File: src/rtl/wave_pkg.sv
// Shared definitions for the DDS tone source: waveform mode encodings and default widths.
package wave_pkg;

    localparam int DEF_RESOLUTION_BITS = 8;
    localparam int DEF_ACC_WIDTH       = 16;

    typedef enum logic [1:0] {
        MODE_SQUARE = 2'b00,
        MODE_SAW    = 2'b01,
        MODE_TRI    = 2'b10,
        MODE_RSVD   = 2'b11
    } wave_mode_t;

endpackage

File: src/rtl/dds_wave_gen_if.sv
// Control/sample bundle between a controller (master) and dds_wave_gen (slave).
interface dds_wave_gen_if
    import wave_pkg::*;
#(
    parameter int RESOLUTION_BITS = DEF_RESOLUTION_BITS,
    parameter int ACC_WIDTH       = DEF_ACC_WIDTH
);
    logic                       enable;
    logic                       load;
    logic [ACC_WIDTH-1:0]       tuning_word;
    logic [RESOLUTION_BITS-1:0] duty;
    logic [1:0]                 mode;
    logic [RESOLUTION_BITS-1:0] wave_out;
    logic                       wrap;
    logic                       pending;

    modport master (
        output enable, load, tuning_word, duty, mode,
        input  wave_out, wrap, pending
    );

    modport slave (
        input  enable, load, tuning_word, duty, mode,
        output wave_out, wrap, pending
    );
endinterface

File: src/rtl/phase_accumulator.sv
// Phase accumulator: adds the active tuning word each enabled cycle, flags the carry-out
// combinationally for the apply logic and as a registered one-cycle wrap pulse.
module phase_accumulator #(
    parameter int ACC_WIDTH = 16
) (
    input  logic                 clk,
    input  logic                 reset,
    input  logic                 i_enable,
    input  logic [ACC_WIDTH-1:0] i_tw,
    output logic [ACC_WIDTH-1:0] o_acc,
    output logic                 o_carry,
    output logic                 o_wrap
);
    logic [ACC_WIDTH-1:0] r_acc;
    logic                 r_wrap;
    logic [ACC_WIDTH:0]   w_sum;

    assign w_sum   = {1'b0, r_acc} + {1'b0, i_tw};
    // Carry only counts when the accumulator actually advances this cycle.
    assign o_carry = i_enable & w_sum[ACC_WIDTH];
    assign o_acc   = r_acc;
    assign o_wrap  = r_wrap;

    always_ff @(posedge clk or posedge reset) begin
        if (reset) begin
            r_acc  <= '0;
            r_wrap <= 1'b0;
        end else if (i_enable) begin
            r_acc  <= w_sum[ACC_WIDTH-1:0];
            r_wrap <= w_sum[ACC_WIDTH];
        end else begin
            r_wrap <= 1'b0;
        end
    end
endmodule

File: src/rtl/dds_wave_gen.sv
// DDS tone source with double-buffered settings applied only at period boundaries.
// Optional feature macro: WAVE_TRIANGLE_EN enables the triangle waveform for mode 10.
module dds_wave_gen
    import wave_pkg::*;
#(
    parameter int RESOLUTION_BITS = DEF_RESOLUTION_BITS,
    parameter int ACC_WIDTH       = DEF_ACC_WIDTH
) (
    input  logic           clk,
    input  logic           reset,
    dds_wave_gen_if.slave  bus
);
    localparam int R = RESOLUTION_BITS;

    logic [ACC_WIDTH-1:0] r_tw_a;
    logic [R-1:0]         r_duty_a;
    wave_mode_t           r_mode_a;
    logic [ACC_WIDTH-1:0] r_tw_p;
    logic [R-1:0]         r_duty_p;
    wave_mode_t           r_mode_p;
    logic                 r_pending;
    logic [R-1:0]         r_wave;

    logic [ACC_WIDTH-1:0] w_acc;
    logic                 w_carry;
    logic                 w_wrap;
    logic                 w_apply;
    logic [R-1:0]         w_phase;
    logic [R-1:0]         w_wave_next;

    phase_accumulator #(
        .ACC_WIDTH (ACC_WIDTH)
    ) u_phase_acc (
        .clk      (clk),
        .reset    (reset),
        .i_enable (bus.enable),
        .i_tw     (r_tw_a),
        .o_acc    (w_acc),
        .o_carry  (w_carry),
        .o_wrap   (w_wrap)
    );

    // A frozen phase (disabled or zero step) has no boundary to wait for, so apply at once.
    assign w_apply = r_pending & (w_carry | ~bus.enable | (r_tw_a == '0));

    always_ff @(posedge clk or posedge reset) begin
        if (reset) begin
            r_tw_a    <= '0;
            r_duty_a  <= '0;
            r_mode_a  <= MODE_SQUARE;
            r_tw_p    <= '0;
            r_duty_p  <= '0;
            r_mode_p  <= MODE_SQUARE;
            r_pending <= 1'b0;
        end else begin
            if (w_apply) begin
                r_tw_a   <= r_tw_p;
                r_duty_a <= r_duty_p;
                r_mode_a <= r_mode_p;
            end
            if (bus.load) begin
                r_tw_p    <= bus.tuning_word;
                r_duty_p  <= bus.duty;
                r_mode_p  <= wave_mode_t'(bus.mode);
                r_pending <= 1'b1;
            end else if (w_apply) begin
                r_pending <= 1'b0;
            end
        end
    end

    assign w_phase = w_acc[ACC_WIDTH-1 -: R];

`ifdef WAVE_TRIANGLE_EN
    logic [R-1:0] w_tri;
    assign w_tri = {w_phase[R-2:0], 1'b0};
`endif

    always_comb begin
        w_wave_next = '0;
        case (r_mode_a)
            MODE_SQUARE: w_wave_next = (w_phase < r_duty_a) ? '1 : '0;
            MODE_SAW:    w_wave_next = w_phase;
`ifdef WAVE_TRIANGLE_EN
            MODE_TRI:    w_wave_next = w_phase[R-1] ? ~w_tri : w_tri;
`else
            MODE_TRI:    w_wave_next = '0;
`endif
            default:     w_wave_next = '0;
        endcase
    end

    always_ff @(posedge clk or posedge reset) begin
        if (reset) begin
            r_wave <= '0;
        end else begin
            r_wave <= w_wave_next;
        end
    end

    assign bus.wave_out = r_wave;
    assign bus.wrap     = w_wrap;
    assign bus.pending  = r_pending;
endmodule

File: src/flat_wrapper.sv
// flat-port wrapper written by rule: the top's interface ports become plain ports
module dds_wave_gen_flat import wave_pkg::*;
#(
    parameter int RESOLUTION_BITS = DEF_RESOLUTION_BITS,
    parameter int ACC_WIDTH       = DEF_ACC_WIDTH
)
  (clk, reset, bus_enable, bus_load, bus_tuning_word, bus_duty, bus_mode, bus_wave_out, bus_wrap, bus_pending);
  dds_wave_gen_if #(.RESOLUTION_BITS(RESOLUTION_BITS), .ACC_WIDTH(ACC_WIDTH)) bus_i ();
  input  logic clk;
  input  logic reset;
  input wire logic [$bits(bus_i.enable)-1:0] bus_enable;
  input wire logic [$bits(bus_i.load)-1:0] bus_load;
  input wire logic [$bits(bus_i.tuning_word)-1:0] bus_tuning_word;
  input wire logic [$bits(bus_i.duty)-1:0] bus_duty;
  input wire logic [$bits(bus_i.mode)-1:0] bus_mode;
  output wire logic [$bits(bus_i.wave_out)-1:0] bus_wave_out;
  output wire logic [$bits(bus_i.wrap)-1:0] bus_wrap;
  output wire logic [$bits(bus_i.pending)-1:0] bus_pending;
  assign bus_i.enable = bus_enable;
  assign bus_i.load = bus_load;
  assign bus_i.tuning_word = bus_tuning_word;
  assign bus_i.duty = bus_duty;
  assign bus_i.mode = bus_mode;
  assign bus_wave_out = bus_i.wave_out;
  assign bus_wrap = bus_i.wrap;
  assign bus_pending = bus_i.pending;
  dds_wave_gen #(.RESOLUTION_BITS(RESOLUTION_BITS), .ACC_WIDTH(ACC_WIDTH)) u_core (.clk(clk), .reset(reset), .bus(bus_i));
endmodule
File: config.mk
export PLATFORM = sky130hd
export DESIGN_NAME = dds_wave_gen_flat
export DESIGN_NICKNAME = d
export VERILOG_FILES = /design/src/rtl/wave_pkg.sv /design/src/rtl/dds_wave_gen_if.sv /design/src/rtl/phase_accumulator.sv /design/src/rtl/dds_wave_gen.sv /design/src/flat_wrapper.sv
export SDC_FILE = /design/constraint.sdc
export NUM_CORES = 1
export LEC_CHECK = 0
export ABC_AREA = 0
export BUFFER_PORTS_ARGS = -buffer_cell sky130_fd_sc_hd__buf_2
export CORE_UTILIZATION = 53
export CTS_CLUSTER_SIZE = 30
export DETAILED_ROUTE_END_ITERATION = 6
export GPL_TIMING_DRIVEN = 0
export PLACE_DENSITY = 0.75
export SLEW_MARGIN = 20
export SYNTH_ARGS = -nofsm -noshare
export SYNTH_HDL_FRONTEND = slang
export SYNTH_SLANG_ARGS = --single-unit
File: constraint.sdc
create_clock -name clk -period 4.8 [get_ports clk]
set_clock_uncertainty 0.2 [all_clocks]
set_input_delay 0.72 -clock clk [delete_from_list [all_inputs] [get_ports clk]]
set_output_delay 0.72 -clock clk [all_outputs]
set_load 0.02 [all_outputs]
Yosys cells after proc, flatten, opt, wreduce, memory -nomap -nowiden
Index checks and enable logic that the tools add are counted.

Bits in registers: 78. Logic and storage cells: 26. Input port bits: 30.

$add $sub $neg: 1. Mux-type cells: 5. Reductions and logical operators: 3. $lt $le $gt $ge: 1. Bitwise gates (word level): 5. Equal/unequal tests: 1.

Operator list (number): $add 16x16->17 (1); $logic_not 16->1 (1); $pmux 8 s2 (1); $lt 8x8->1 (1); $mux 8 (1); $mux 1 (3); $and 1x1->1 (2); $eq 2x1->1 const B (1); $logic_not 2->1 (1); $or 1x1->1 (2); $reduce_bool 2->1 (1); $not 1->1 (1).

Longest topological paths before layout
Depth in word-level cells: 7. Depth in mapped cells: 9.

Cells and area by module
Synthesis repeated with hierarchy kept, for this count alone.

Cell total of the unflattened synthesis: 345. Area, all modules: 4102.7 um^2.

By module, submodules not included: dds_wave_gen (times used 1, cells an instance 179, seq. area each 1526.5 um^2, area an instance 2603.7 um^2); phase_accumulator (times used 1, cells an instance 166, seq. area each 425.4 um^2, area an instance 1498.9 um^2).

Least setup slack after synthesis
OpenSTA, ideal clock, no wires.

Path kind: register to register. From: register u_core.r_tw_a[0]. To: register u_core.r_duty_a[0]. Path slack: 2010 ps. Data arrival time: 2465 ps. Stages on the path, launching flop included: 10. Path buffers: 1. Setup time: 125 ps. Data required time: 4475 ps. Path through: dfrtp_1 ha_1 fa_1 a211oi_2 o211ai_2 a31oi_4 nor3_4 o21ai_4 buf_12 mux2_4.

Word-level cells in the longest chain between the ends: 5. Elaborated cells between the ends (all ways): 6. Those cells by class: 1 x add/sub; 4 x bitwise; 1 x reduce/logical.

RTL lines: start, declared (line dds_wave_gen.sv:15) `logic [ACC_WIDTH-1:0] r_tw_a;`; start signal, assigned (line dds_wave_gen.sv:57) `r_tw_a <= r_tw_p;`; $add 16x16->17 (line phase_accumulator.sv:18) `assign w_sum = {1'b0, r_acc} + {1'b0, i_tw};`; $and 1x1->1 (line phase_accumulator.sv:20) `assign o_carry = i_enable & w_sum[ACC_WIDTH];`; $or 1x1->1 (line dds_wave_gen.sv:44) `assign w_apply = r_pending & (w_carry | ~bus.enable | (r_tw_a == '0));`; $or 1x1->1 (*) (line dds_wave_gen.sv:44); $and 1x1->1 (*) (line dds_wave_gen.sv:44); end signal, assigned (line dds_wave_gen.sv:58) `r_duty_a <= r_duty_p;`; end, declared (line dds_wave_gen.sv:16) `logic [R-1:0] r_duty_a;`.

Mark *: on every way between the ends. The rest lies on a longest branch, timed or not. A chain may end at the register's enable or synchronous reset.

Worst setup path after layout
From: register u_core.r_tw_a[0]. To: register u_core.r_duty_a[5].

Same word-level chain as after synthesis.

==> results.sh <==
export IMPL_ys_warn_count=0
export IMPL_final_util_pct=63.57
export IMPL_hold_slack_ps=156.4
export IMPL_cp_cell_sequence="ha_1, fa_1, a211oi_2, o211ai_2, a31oi_4, nor3_4, o21ai_4, buf_12, mux2_4"
export IMPL_portBuffers=38
export IMPL_cp_required_ps=4840
export IMPL_grt_max_degree=50
export IMPL_synth_net_count=353
export IMPL_n_antenna_cell=0
export IMPL_async_reset_ff_share_pct=100.0
export IMPL_cts_setup_buffers=0
export IMPL_reg2reg_to="u_core.r_duty_a[5]$_DFFE_PP0P_"
export IMPL_gr_total_overflow=0
export IMPL_worst_path_max_fanout=10
export IMPL_ios=40
export IMPL_setup_tns_ps=0
export IMPL_rows=30
export IMPL_power_net_switching_mw=1.364
export IMPL_swShare_pct=40.10
export IMPL_synth_top_area_share_pct=49.81
export IMPL_hold_path_class="in2async"
export IMPL_final_max_slew_viol_count=0
export IMPL_hold_buffers=0
export IMPL_criticalPathCategory="reg2reg"
export IMPL_cap_viol_max_count=0
export IMPL_die_y_um=87.99
export IMPL_worst_setup_path_end_kind="flip-flop"
export IMPL_syn_avg_cell_area_um2=13.11
export IMPL_worst_slew_pin_slew_ps=725.4
export IMPL_numCtsBuffers=9
export IMPL_fp_dieArea_um2=7741
export IMPL_syn_to_final_growth_pct=13.25
export IMPL_cts_tree="yes"
export IMPL_final_hold_viol_count=0
export IMPL_r2r_start="u_core.r_tw_a[0]$_DFFE_PP0P_"
export IMPL_max_freq_ghz=0.3243
export IMPL_antenna_found_initial=0
export IMPL_p_leak_nw=2.122
export IMPL_synth_common_cells="dfrtp_1 (78), mux2_2 (43), ha_1 (23)"
export IMPL_slowest_delay_ps=450
export IMPL_rrSetupSlack_ps=1720
export IMPL_crit_arrival_ps=3120
export IMPL_drtPass1Iterations=4
export IMPL_p_total_mw=3.401
export IMPL_clk_latency_ps=350
export IMPL_cts_repair_resized=0
export IMPL_seqPwrFrac_pct=32.4
export IMPL_core_area_um2=6982
export IMPL_grt_pass1_vias=2354
export IMPL_layout_nets=403
export IMPL_synth_most_common_cell="dfrtp_1"
export IMPL_drcViolationCount=0
export IMPL_p_int_mw=2.037
export IMPL_grt_setup_unrepaired="false"
export IMPL_crit_slowest_cell="fa_1"
export IMPL_die_x_um=87.99
export IMPL_syn_cell_area_um2=3919
export IMPL_powerDensity_nw_per_um2=766.3
export IMPL_drive_gt1_share_pct=36.16
export IMPL_avgRoutedWirePerCell_um=14.88
export IMPL_clock_sinks=78
export IMPL_rr_worst_depth=9
export IMPL_period_share_pct=64.24
export IMPL_grt_pass1_wl_mm=11.46
export IMPL_synth_top_area_cell="dfrtp_1"
export IMPL_period_needed_ps=3083
export IMPL_drt_iter0_drc=111
export IMPL_routed_via_density=5.371
export IMPL_ys_types=40
export IMPL_syn_inst=299
export IMPL_grt_util_all_layers_pct=19.84
export IMPL_slew_limit_headroom_pct=51.41
export IMPL_synth_top_cells_by_area="dfrtp_1 (50%), mux2_2 (12%), mux2_4 (7.7%)"
export IMPL_drt_wl_total_mm=6.697
export IMPL_ys_seq_elements=78
export IMPL_path_clk_slew_ps=90
export IMPL_cts_buffer_depth=2
export IMPL_setup_viol=0
export IMPL_cts_root_buf="clkbuf_8"
export IMPL_htree_num_levels=3
export IMPL_synth_edf_count=0
export IMPL_ant_nets=0
export IMPL_start_util_pct=56.13
export IMPL_clkPwrFrac_pct=13.4
export IMPL_vias=2417
export IMPL_seq_area_frac_synth_pct=49.81
export IMPL_startpoint_type="flip-flop"
export IMPL_status="finished, final reports clean"
export IMPL_place_gp_congestion=0.8554
export IMPL_hpwl_mm=5.006
export IMPL_yosys_most_used_dff="dfrtp_1"
export IMPL_ir_drop_v=0.0003669
export IMPL_combPwrFrac_pct=54.2
layout make-up:
type	instances	area [um^2]
inverter	12	47.55
tap	96	120.1
clock inverter	7	55.05
timing repair buffer	39	217.7
sequential	78	1952
multi-input combinational	201	1859
clock buffer	9	123.9
fill	573	2544
buffer	8	62.56
placed cells by master (no fill, tap or decap), types with 6 or more instances in the layout:
master	n
mux2_4	20
ha_1	23
nand2_1	8
nor2_1	7
buf_2	38
a21oi_1	16
o21ai_0	12
inv_1	11
mux2_2	43
xor2_1	6
a21o_1	14
clkbuf_8	9
dfrtp_1	78
kinds of logic (layout without fill, tap and decap cells):
family                   count (synthesis)  count (layout)  synth area share (%)
adder cells (fa/ha/maj)                 24              24                 7.855
buffers and inverters                   20              75                 2.746
AO/OA/AOI/OAI                           63              63                 11.43
XOR/XNOR                                11              11                 2.458
flip-flops                              78              78                 49.81
AND/OR/NAND/NOR                         39              39                 5.428
multiplexers                            64              64                 20.27
state kept, by name (all words and copies together), names as in the netlist:
register                   cells
u_core.u_phase_acc.o_wrap      1
u_core.bus.wave_out            8
u_core.bus.pending             1
u_core.r_mode_p                2
u_core.r_duty_p                8
u_core.r_tw_p                 16
u_core.r_tw_a                 16
u_core.u_phase_acc.o_acc      16
u_core.r_mode_a                2
u_core.r_duty_a                8
routing by layer:
layer,GRT usage [%],vias to the layer above,part of all wire [%]
met3,4.995,10,3.2
met1,28.57,1172,50
met4,7.154,0,1.7
met5,0,-,0
li1,-,1196,-
met2,29.11,39,45
through the flow:
step | cell area, um^2 | setup slack, ps | cells
6_report | 4438 | 1717 | 450
5_1_grt | 4438 | 1571 | 450
4_1_cts | 4438 | 1694 | 450
3_5_place_dp | 4259 | 1712 | 434
3_3_place_gp | 4229 | 1051 | 433
2_1_floorplan | 3919 | 1885 | 299
worst max-delay path, delay by kind of cell (launching register included):
family                   cells  cell delay, ps
adder cells (fa/ha/maj)      2             690
flip-flops                   1             420
buffers and inverters        1             210
AND/OR/NAND/NOR              1              90
multiplexers                 1             310
AO/OA/AOI/OAI                4            1050
power groups by stage:
| stage | logic (mW) | registers (mW) | clock network, mW |
|---|---|---|---|
| final | 1.84 | 1.10 | 0.455 |
| after global routing | 2.06 | 1.14 | 0.493 |
| after CTS | 1.84 | 1.10 | 0.464 |
| after detailed placement | 1.83 | 1.12 | 0 |
| after global placement | 1.77 | 1.11 | 0 |
| after floorplan | 1.49 | 1.09 | 0 |
worst max path at each step:
stage | endpoint | start | cells after the start
4_1_cts | u_core.r_duty_a[5]$_DFFE_PP0P_ | u_core.r_tw_a[0]$_DFFE_PP0P_ | 9
3_3_place_gp | u_core.r_mode_a[0]$_DFFE_PP0P_ | reset | 2
5_1_grt | u_core.r_duty_a[5]$_DFFE_PP0P_ | u_core.r_tw_a[0]$_DFFE_PP0P_ | 9
6_report | u_core.r_duty_a[5]$_DFFE_PP0P_ | u_core.r_tw_a[0]$_DFFE_PP0P_ | 9
2_1_floorplan | u_core.bus.pending$_DFFE_PP0P_ | reset | 1
3_5_place_dp | u_core.r_duty_a[5]$_DFFE_PP0P_ | u_core.r_tw_a[0]$_DFFE_PP0P_ | 9
Note: power is estimated with default switching activity, not from simulation.
